[config.mk]
export PLATFORM = sky130hd
export DESIGN_NAME = pc_sequencer
export DESIGN_NICKNAME = d
export VERILOG_FILES = /design/src/rtl/pc_sequencer.sv
export SDC_FILE = /design/constraint.sdc
export NUM_CORES = 1
export LEC_CHECK = 0
export ABC_CLOCK_PERIOD_IN_PS = 2500
export BUFFER_PORTS_ARGS = -buffer_cell sky130_fd_sc_hd__clkbuf_2
export CORE_ASPECT_RATIO = 1.1
export CORE_MARGIN = 2
export CORE_UTILIZATION = 50
export CTS_BUF_LIST = sky130_fd_sc_hd__clkbuf_2
export DETAILED_ROUTE_END_ITERATION = 10
export GPL_TIMING_DRIVEN = 0
export MAX_ROUTING_LAYER = met4
export PLACE_DENSITY = 0.79
export SLEW_MARGIN = 20
export SYNTH_ARGS = -nofsm -noshare
export SYNTH_HDL_FRONTEND = slang
export SYNTH_SLANG_ARGS = --single-unit
[constraint.sdc]
create_clock -name clk -period 2.5 [get_ports clk]
set_input_delay 0.5 -clock clk [delete_from_list [all_inputs] [get_ports clk]]
set_output_delay 0.5 -clock clk [all_outputs]
set_load 0.02 [all_outputs]
[src/rtl/pc_sequencer.sv]
// rtl/pc_sequencer.sv - program counter and five-phase one-hot sequencer
// IDLE/P1..P5 control with stop, halt and branch load at the instruction boundary.
module pc_sequencer #(
  parameter int               WIDTH    = 16,
  parameter logic [WIDTH-1:0] RESET_PC = '0
) (
  input  logic             clk,
  input  logic             rst,
  input  logic             start,
  input  logic             stop,
  input  logic             halt_in,
  input  logic             pc_load,
  input  logic [WIDTH-1:0] branch_target,
  output logic [4:0]       phase,
  output logic [WIDTH-1:0] pc,
  output logic             running,
  output logic [15:0]      retired
);

  typedef enum logic [2:0] {
    S_IDLE,
    S_P1,
    S_P2,
    S_P3,
    S_P4,
    S_P5
  } state_t;

  state_t           state_q, state_d;
  logic [WIDTH-1:0] pc_q, pc_d;
  logic [15:0]      retired_q, retired_d;
  logic             stop_pend_q, stop_pend_d;
  logic [4:0]       phase_q, phase_d;
  logic             running_q, running_d;

  always_comb begin
    state_d     = state_q;
    pc_d        = pc_q;
    retired_d   = retired_q;
    stop_pend_d = stop_pend_q;
    phase_d     = 5'b0;
    running_d   = 1'b0;

    unique case (state_q)
      S_IDLE: if (start && !stop) state_d = S_P1;
      S_P1: begin
        state_d = S_P2;
        pc_d    = pc_q + WIDTH'(1);
      end
      S_P2: state_d = S_P3;
      S_P3: state_d = S_P4;
      S_P4: state_d = S_P5;
      S_P5: begin
        retired_d = retired_q + 16'd1;
        if (pc_load) pc_d = branch_target;
        // A stop arriving in P5 itself is honoured at this same boundary.
        if (halt_in || stop_pend_q || stop) state_d = S_IDLE;
        else                                state_d = S_P1;
      end
      default: state_d = S_IDLE;
    endcase

    if (state_q != S_IDLE && stop) stop_pend_d = 1'b1;
    if (state_d == S_IDLE)         stop_pend_d = 1'b0;

    // Outputs are registered from the next state so they line up with it.
    unique case (state_d)
      S_P1:    phase_d = 5'b00001;
      S_P2:    phase_d = 5'b00010;
      S_P3:    phase_d = 5'b00100;
      S_P4:    phase_d = 5'b01000;
      S_P5:    phase_d = 5'b10000;
      default: phase_d = 5'b00000;
    endcase
    running_d = (state_d != S_IDLE);
  end

  always_ff @(posedge clk) begin
    if (rst) begin
      state_q     <= S_IDLE;
      pc_q        <= RESET_PC;
      retired_q   <= 16'd0;
      stop_pend_q <= 1'b0;
      phase_q     <= 5'b0;
      running_q   <= 1'b0;
    end else begin
      state_q     <= state_d;
      pc_q        <= pc_d;
      retired_q   <= retired_d;
      stop_pend_q <= stop_pend_d;
      phase_q     <= phase_d;
      running_q   <= running_d;
    end
  end

  assign phase   = phase_q;
  assign pc      = pc_q;
  assign running = running_q;
  assign retired = retired_q;

endmodule
==> results.txt, run 1 <==
ys async rst share: 0%
routed length per placed instance: 14.8 um
most frequent standard cell in the layout excluding fill and tap cells: sky130_fd_sc_hd__clkbuf_2
Worst R2R Start: retired[1]
slack of the worst reg-to-reg path: 540 ps
Final Skew: 10.2 ps
CP Cell Sequence: ha_1 > inv_1 > or4_4 > or3_1 > a21oi_1
DR vias: 2215
Synth Area per Inst: 8.36 um2
highest-count cells in the layout ignoring fill and taps: sky130_fd_sc_hd__clkbuf_2 (64), sky130_fd_sc_hd__dfxtp_1 (42), sky130_fd_sc_hd__nand2_1 (19)
Worst IR Drop VDD: 287 uV
Detail Route met2 WL: 2720 um
combinational cell fraction of total power: 12.0%
global route overflow: 0
wire length of the first global-routing pass: 8970 um
reported max-cap violation count: 0
standby leakage power: 0.996 nW
number of routed nets with antenna violations: 0
Switch Pwr: 343 uW
first element of the critical path: retired[1]
main area contributors after synthesis: sky130_fd_sc_hd__dfxtp_1 (40%), sky130_fd_sc_hd__a21oi_1 (4.3%), sky130_fd_sc_hd__nand2_1 (3.4%), sky130_fd_sc_hd__o21ai_0 (3.3%), sky130_fd_sc_hd__nand3_1 (2.8%)
Internal Pwr Total: 1.01 mW
switching part of the total power: 25.3%
largest net degree at the start of global routing: 14
type of the tightest min-delay check: input pin to flop
antenna diode count: 0
cell count after placement: 364
Routability Congestion: 0.882
proportion of synthesized chip area in sequential cells: 39.8%
final-layout setup total negative slack: 0 ps
worst rel slew slack: 63.5%
core area: 4020 um2
CP startpoint kind: flop
io pins: 60
Syn Nets: 277
worst setup path category: flop to flop
final hold violation count: 0
smallest hold slack: 300 ps
Gate Count Post-Synth: 253
Required @ worst endpoint: 2850 ps
final standard cell count with taps included and fillers excluded: 372
post-synth cell types: 54
deepest clock path buffer count: 2
Max Transition Viols Final: 0
number of global-route vias before repair: 1988
category of cells accounting for the largest share of critical-path delay: simple AND/OR/NAND/NOR gates
dominant synthesized flop cell: sky130_fd_sc_hd__dfxtp_1
source-to-sink clock delay at the later pin of the worst-skew pair: 400 ps
Chip Height: 72.2 um
area share of the largest cell type after synthesis: 39.8%
Clk pwr share: 36.3%
largest area contributor in the synthesized netlist: sky130_fd_sc_hd__dfxtp_1
critical path endpoint: retired[14]
htree depth: 2
fraction of final layout cells with drive strength greater than 1: 24.1%
post-cts resize count: 0
Worst Path Arrival: 2300 ps
pin slew with the least headroom to its limit: 547 ps
Register-to-Register Path Depth: 5
number of antenna violations at the first check in global routing: 0
sum of buffers and inverters on the critical path: 1
critical-path maximum fanout: 6
Crit. path cell count: 5
minimum setup slack after placement: 582 ps
biggest cell delay along the critical path: 550 ps
clock tree from TritonCTS: built
highest metal layer used by the detailed router: met4
Total Power Consumption: 1.36 mW
number of setup violations in the final report: 0
number of enable-type register cells in the synthesized netlist: 0
result of the run: finished clean
clock buffers created by TritonCTS: 5
Area growth, synth to finish: 21.2%
number of warning messages in the yosys log: 0
RSZ-0062 raised after global routing: false
number of register bits inferred by synthesis: 42
number of remaining DRC errors: 0
Pwr Density: 529 nW/um2
DP HPWL: 3970 um
overall routed net length: 5490 um
die width: 66.0 um
CTS clock-pin slew for the worst setup and hold paths: 210 ps
FF/Latch Area: 841 um2
sequential fraction of design power: 51.7%
# Post-CTS Setup Buffers: 0
Reg-to-Reg End: retired[14]
all-layer global routing usage: 24.6%
number of placement rows: 24
# fillers: 373
CTS Sinks: 42
CTS root buf: sky130_fd_sc_hd__clkbuf_2
quantity of hold-fixing buffers added after cts: 0
final worst path period need: 1960 ps
Final period util: 78.3%
Post-layout nets: 343
sort of element at the end of the critical path: flop
starting density of the core: 52.5%
post-route worst setup slack: 542 ps
detailed-routing iteration count for the pre-antenna-repair pass: 4
routed length on met3: 296 um
mapped cell area: 2110 um2
combined area of the multi-input logic cells: 1180 um2
mean number of vias per cell: 5.95
fmax: 0.511 GHz
initial DRC count: 142
die footprint: 4770 um2
PortBufs: 59
cell with the largest stage delay on the worst path: sky130_fd_sc_hd__or4_4
WL met1: 2410 um
-- worst min path at each step --
stage | from | end | slack [ps] | cells after the start
2_1_floorplan | stop_pend_q | stop_pend_q | 460 | 1
3_3_place_gp | stop_pend_q | stop_pend_q | 480 | 1
3_5_place_dp | stop_pend_q | stop_pend_q | 490 | 1
4_1_cts | stop | phase[0] | 270 | 2
5_1_grt | stop | phase[0] | 270 | 2
6_report | stop | phase[0] | 300 | 2
-- state kept, by name (all words and copies together), names as in the netlist --
name	cells
retired	16
stop_pend_q	1
running	1
phase	5
state_q	3
pc	16
-- synthesized netlist by cell type, drive strengths merged, types with 3 or more instances --
library cell / n
buf: 3
o21a: 3
o22ai: 3
a211oi: 7
nand2: 19
nor2: 16
clkbuf: 9
xnor2: 5
nor4: 7
a21oi: 19
nor3: 8
and4: 3
nand2b: 5
nand3: 12
or3: 5
and3: 3
inv: 13
o21ai: 14
xor2: 5
or2: 3
nand4: 7
a221oi: 4
dfxtp: 42
-- routing by layer --
| metal | vias to the layer above | GRT usage [%] |
|---|---|---|
| met5 | - | - |
| li1 | 1081 | - |
| met2 | 84 | 39.3 |
| met4 | 0 | 10.9 |
| met3 | 4 | 4.34 |
| met1 | 1046 | 30.6 |
-- power groups by stage --
stage,combinational (mW),sequential (mW),clock (mW)
CTS,0.161,0.701,0.502
finish,0.163,0.702,0.492
global placement,0.157,0.714,0
global route,0.178,0.706,0.529
floorplan,0.0926,0.724,0
detailed placement,0.161,0.715,0
-- per-stage QoR --
step	area [um2]	utilization (%)
global placement	2470	61.5
global route	2560	63.7
finish	2560	63.7
CTS	2560	63.7
detailed placement	2470	61.5
floorplan	2110	-
-- cell type report --
type | instances | area share [%]
buffer | 12 | 1.81
clock buffer | 5 | 0.976
tap | 52 | 2.54
multi-input combinational | 186 | 46.0
clock inverter | 3 | 2.49
sequential | 42 | 32.8
timing repair buffer | 59 | 11.5
inverter | 13 | 1.90
-- worst register-to-register path, delay by kind of cell (launching register included) --
kind            cells  cell delay, ps
buf+inv             1              70
simple gates        2             900
flops               1             470
fa+ha+maj           1             330
compound gates      1             140
-- cells by family after synthesis --
| group | count (synthesis) | synth area share (%) |
|---|---|---|
| simple gates | 100 | 26.3 |
| mux | 3 | 1.48 |
| fa+ha+maj | 2 | 1.18 |
| buf+inv | 25 | 4.50 |
| flops | 42 | 39.8 |
| compound gates | 71 | 22.6 |
| xor+xnor | 10 | 4.14 |
No activity file was read; power rests on OpenSTA's default activity.
==> run 2: changes to the inputs <==
--- a/config.mk
+++ b/config.mk
@@ -5,16 +5,17 @@
 export SDC_FILE = /design/constraint.sdc
 export NUM_CORES = 1
 export LEC_CHECK = 0
-export ABC_CLOCK_PERIOD_IN_PS = 2500
+export ABC_AREA = 1
+export ABC_CLOCK_PERIOD_IN_PS = 1710
 export BUFFER_PORTS_ARGS = -buffer_cell sky130_fd_sc_hd__clkbuf_2
 export CORE_ASPECT_RATIO = 1.1
 export CORE_MARGIN = 2
-export CORE_UTILIZATION = 50
+export CORE_UTILIZATION = 49
 export CTS_BUF_LIST = sky130_fd_sc_hd__clkbuf_2
 export DETAILED_ROUTE_END_ITERATION = 10
 export GPL_TIMING_DRIVEN = 0
 export MAX_ROUTING_LAYER = met4
-export PLACE_DENSITY = 0.79
+export PLACE_DENSITY = 0.8
 export SLEW_MARGIN = 20
 export SYNTH_ARGS = -nofsm -noshare
 export SYNTH_HDL_FRONTEND = slang
==> constraint.sdc (replaced) <==
create_clock -name clk -period 1.71 [get_ports clk]
set_input_delay 0.342 -clock clk [delete_from_list [all_inputs] [get_ports clk]]
set_output_delay 0.342 -clock clk [all_outputs]
set_load 0.02 [all_outputs]
==> results.txt, run 2 <==
result of the run: finished clean
number of warning messages in the yosys log: 0
ys async rst share: 0%
CTS Sinks: 42
all-layer global routing usage: 22.8%
Routability Congestion: 1.02
largest net degree at the start of global routing: 14
number of setup violations in the final report: 0
largest area contributor in the synthesized netlist: sky130_fd_sc_hd__dfxtp_1
DP HPWL: 4350 um
antenna diode count: 0
Area growth, synth to finish: 19.0%
Worst Path Arrival: 1850 ps
critical-path maximum fanout: 10
initial DRC count: 257
fraction of final layout cells with drive strength greater than 1: 22.5%
quantity of hold-fixing buffers added after cts: 0
overall routed net length: 5740 um
deepest clock path buffer count: 2
worst setup path category: flop to flop
cell with the largest stage delay on the worst path: sky130_fd_sc_hd__dfxtp_1
sort of element at the end of the critical path: flop
die footprint: 5230 um2
post-synth cell types: 35
htree depth: 2
final hold violation count: 0
biggest cell delay along the critical path: 340 ps
# Post-CTS Setup Buffers: 0
detailed-routing iteration count for the pre-antenna-repair pass: 5
Final period util: 90.0%
mean number of vias per cell: 5.36
CP Cell Sequence: buf_4 > inv_1 > nand3_4 > nor2_4 > nand3_2 > nor2_2 > nand2_1 > o21ai_1 > nor2_1
CP startpoint kind: flop
Post-Layout Inst Area: 2720 um2
Syn Nets: 366
Required @ worst endpoint: 2030 ps
DR vias: 2488
reported max-cap violation count: 0
clock tree from TritonCTS: built
wire length of the first global-routing pass: 9290 um
library cell with the highest instance count after synthesis: sky130_fd_sc_hd__nand2_1
number of placement rows: 26
final-layout setup total negative slack: 0 ps
post-cts resize count: 0
type of the tightest min-delay check: input pin to flop
slack of the worst reg-to-reg path: 170 ps
starting density of the core: 50.2%
number of remaining DRC errors: 0
number of global-route vias before repair: 2124
Pwr Density: 669 nW/um2
mapped cell area: 2280 um2
final worst path period need: 1540 ps
area share of the largest cell type after synthesis: 36.8%
global route overflow: 0
number of register bits inferred by synthesis: 42
source-to-sink clock delay at the later pin of the worst-skew pair: 410 ps
standby leakage power: 1.23 nW
core area: 4550 um2
# fillers: 472
clock buffers created by TritonCTS: 5
number of routed nets with antenna violations: 0
Worst IR Drop VDD: 308 uV
Chip Height: 75.6 um
number of antenna violations at the first check in global routing: 0
CTS root buf: sky130_fd_sc_hd__clkbuf_2
number of enable-type register cells in the synthesized netlist: 0
PortBufs: 58
Synth top cells by count: sky130_fd_sc_hd__nand2_1 (84), sky130_fd_sc_hd__nor2_1 (54), sky130_fd_sc_hd__dfxtp_1 (42), sky130_fd_sc_hd__inv_1 (38), sky130_fd_sc_hd__a21oi_1 (30)
most frequent standard cell in the layout excluding fill and tap cells: sky130_fd_sc_hd__nand2_1
dominant synthesized flop cell: sky130_fd_sc_hd__dfxtp_1
Final Skew: 24.4 ps
Total Power Consumption: 1.82 mW
Synth Area per Inst: 6.68 um2
highest-count cells in the layout ignoring fill and taps: sky130_fd_sc_hd__nand2_1 (84), sky130_fd_sc_hd__clkbuf_2 (65), sky130_fd_sc_hd__nor2_1 (53)
io pins: 60
RSZ-0062 raised after global routing: false
pin slew with the least headroom to its limit: 467 ps
worst rel slew slack: 68.9%
die width: 69.1 um
proportion of synthesized chip area in sequential cells: 36.8%
routed length per placed instance: 12.4 um
post-placement cell area: 2650 um2
Post-layout nets: 431
CTS clock-pin slew for the worst setup and hold paths: 230 ps
Max Transition Viols Final: 0
Gate Count Post-Synth: 342
main area contributors after synthesis: sky130_fd_sc_hd__dfxtp_1 (37%), sky130_fd_sc_hd__nand2_1 (14%), sky130_fd_sc_hd__nor2_1 (8.9%), sky130_fd_sc_hd__a21oi_1 (6.6%), sky130_fd_sc_hd__inv_1 (6.2%)
fmax: 0.650 GHz
run 2: cell count changes after synthesis, moves of 6 or more:
cell,delta
sky130_fd_sc_hd__nor4_1,-6
sky130_fd_sc_hd__a21oi_1,+12
sky130_fd_sc_hd__o21ai_0,+7
sky130_fd_sc_hd__inv_1,+25
sky130_fd_sc_hd__clkbuf_1,-6
sky130_fd_sc_hd__nand2_1,+65
sky130_fd_sc_hd__nor2_1,+38
sky130_fd_sc_hd__a211oi_1,-6
run 2: worst paths after layout:
path / depth (start not counted) / startpoint / end
worst max-delay path: 9 / state_q[1] / retired[11]
worst min register to register: 2 / retired[10] / retired[10]
worst min-delay path: 3 / branch_target[0] / pc[0]
worst max register to register: 9 / state_q[1] / retired[11]
run 2: critical path, delay by kind of cell (launching register included):
kind / cells / cell delay (ps)
buffers and inverters: 2 / 260
AOI/OAI and AO/OA: 1 / 120
DFF: 1 / 340
and+or+nand+nor: 6 / 720
run 2: cells by family after synthesis:
kind of cell             count (synthesis)  share of synthesized area, %
AND/OR/NAND/NOR                        176                          34.7
AO/OA/AOI/OAI                           70                          17.1
buffers and inverters                   50                          9.53
flip-flops                              42                          36.8
XOR/XNOR                                 2                         0.767
adder cells (fa/ha/maj)                  2                          1.10
run 2: layer usage:
layer	global-route usage [%]	routed length, um
met1	25.9	2430
met2	40.1	2750
met3	5.16	400
met4	8.50	155
met5	-	0
run 2: where the power goes:
part	total [mW]	internal, mW	switching [mW]
Clock	0.591	0.253	0.338
Combinational	0.211	0.0777	0.133
Sequential	1.02	1.00	0.0163
run 2: final cells by class:
class | instances | area [um2] | share of cell area (%)
multi-input combinational | 250 | 1230 | 45.2
sequential | 42 | 843 | 31.0
clock inverter | 2 | 37.5 | 1.38
buffer | 11 | 70.1 | 2.58
tap | 56 | 70.1 | 2.58
inverter | 39 | 149 | 5.48
clock buffer | 6 | 30.0 | 1.10
timing repair buffer | 58 | 290 | 10.7
run 2: stage by stage:
step / worst slack [ps] / instances / hold slack (ps) / util (%)
finish: 171 / 464 / 142 / 59.7
global route: 6.87 / 464 / 108 / 59.7
CTS: 174 / 464 / 128 / 59.6
detailed placement: 220 / 456 / 473 / 58.1
global placement: 223 / 456 / 461 / 58.1
floorplan: 222 / 342 / 452 / -
==> run 3: changes to the inputs <==
--- a/config.mk
+++ b/config.mk
@@ -9,7 +9,7 @@
 export ABC_CLOCK_PERIOD_IN_PS = 1710
 export BUFFER_PORTS_ARGS = -buffer_cell sky130_fd_sc_hd__clkbuf_2
 export CORE_ASPECT_RATIO = 1.1
-export CORE_MARGIN = 2
+export CORE_MARGIN = 1.5
 export CORE_UTILIZATION = 49
 export CTS_BUF_LIST = sky130_fd_sc_hd__clkbuf_2
 export DETAILED_ROUTE_END_ITERATION = 10
==> results.txt, run 3 (synthesis gave the netlist of run 2 again) <==
initial DRC count: 139
routed length per placed instance: 12.3 um
deepest clock path buffer count: 2
RSZ-0062 raised after global routing: false
standby leakage power: 1.22 nW
wire length of the first global-routing pass: 9420 um
final worst path period need: 1580 ps
CTS Sinks: 42
Area growth, synth to finish: 17.6%
mean number of vias per cell: 5.20
result of the run: finished clean
clock tree from TritonCTS: built
Routability Congestion: 1.03
starting density of the core: 52.2%
fmax: 0.634 GHz
detailed-routing iteration count for the pre-antenna-repair pass: 4
Final Skew: 35.7 ps
worst rel slew slack: 64.1%
die footprint: 5080 um2
overall routed net length: 5660 um
reported max-cap violation count: 0
CP Cell Sequence: buf_4 > inv_1 > nand3_4 > nor2_4 > nand3_2 > nor2_2 > nand2_1 > o21ai_1 > nor2_1
most frequent standard cell in the layout excluding fill and tap cells: sky130_fd_sc_hd__nand2_1
Final period util: 92.3%
number of remaining DRC errors: 0
Pwr Density: 618 nW/um2
Total Power Consumption: 1.66 mW
Worst IR Drop VDD: 344 uV
PortBufs: 58
cell with the largest stage delay on the worst path: sky130_fd_sc_hd__dfxtp_1
CTS root buf: sky130_fd_sc_hd__clkbuf_2
largest net degree at the start of global routing: 13
clock buffers created by TritonCTS: 5
Post-layout nets: 431
DR vias: 2402
CP startpoint kind: flop
number of routed nets with antenna violations: 0
source-to-sink clock delay at the later pin of the worst-skew pair: 420 ps
CTS clock-pin slew for the worst setup and hold paths: 240 ps
final standard cell utilization of the core: 61.3%
post-route worst setup slack: 132 ps
Required @ worst endpoint: 2020 ps
all-layer global routing usage: 24.8%
antenna diode count: 0
sort of element at the end of the critical path: flop
core area: 4380 um2
number of antenna violations at the first check in global routing: 0
type of the tightest min-delay check: input pin to flop
number of setup violations in the final report: 0
number of placement rows: 25
quantity of hold-fixing buffers added after cts: 0
final hold violation count: 0
htree depth: 2
Max Transition Viols Final: 0
global route overflow: 0
Post-Layout Inst Area: 2690 um2
number of global-route vias before repair: 2273
die width: 68.1 um
fraction of final layout cells with drive strength greater than 1: 21.8%
minimum setup slack after placement: 209 ps
Worst Path Arrival: 1890 ps
pin slew with the least headroom to its limit: 539 ps
highest-count cells in the layout ignoring fill and taps: sky130_fd_sc_hd__nand2_1 (84), sky130_fd_sc_hd__clkbuf_2 (64), sky130_fd_sc_hd__nor2_1 (54)
DP HPWL: 4240 um
biggest cell delay along the critical path: 350 ps
worst setup path category: flop to flop
io pins: 60
final-layout setup total negative slack: 0 ps
critical-path maximum fanout: 10
Chip Height: 74.6 um
post-placement cell area: 2640 um2
-- run 3: final timing paths --
kind / from / end / slack (ps) / cells after the start
worst min-delay path: branch_target[0] / pc[0] / 150 / 3
worst max-delay path: state_q[1] / retired[11] / 130 / 9
worst min register to register: retired[10] / retired[10] / 510 / 2
worst max register to register: state_q[1] / retired[11] / 130 / 9
-- run 3: stage by stage --
step / std cells / hold WS (ps)
floorplan: 342 / 452
global route: 462 / 128
CTS: 462 / 139
global placement: 454 / 461
finish: 462 / 153
detailed placement: 454 / 471
-- run 3: power by group --
part / internal, mW / switching, mW
clock: 0.101 / 0.331
sequential: 1.00 / 0.0167
combinational: 0.0777 / 0.133
total: 1.18 / 0.481
-- run 3: critical path: cells and delay by family, from the launching register on --
kind            cells  cell delay, ps
flops               1             350
simple gates        6             740
buf+inv             2             270
compound gates      1             120
-- run 3: area by class of cell --
cell class	count	area [um2]
timing repair buffer	58	290
multi-input combinational	250	1230
buffer	11	68.8
sequential	42	846
fill	430	1690
tap	54	67.6
clock inverter	2	8.76
clock buffer	6	30.0
inverter	39	149
-- run 3: what timing repair did --
item / CTS / global route
resized for setup: 0 / 3
setup endpoints to repair: 0 / 2
setup buffers: 0 / 0
-- run 3: per-layer routing --
layer / wire (um) / track usage (%)
met4: 88 / 9.33
met5: 0 / -
met1: 2450 / 27.2
met2: 2820 / 44.2
met3: 311 / 4.19
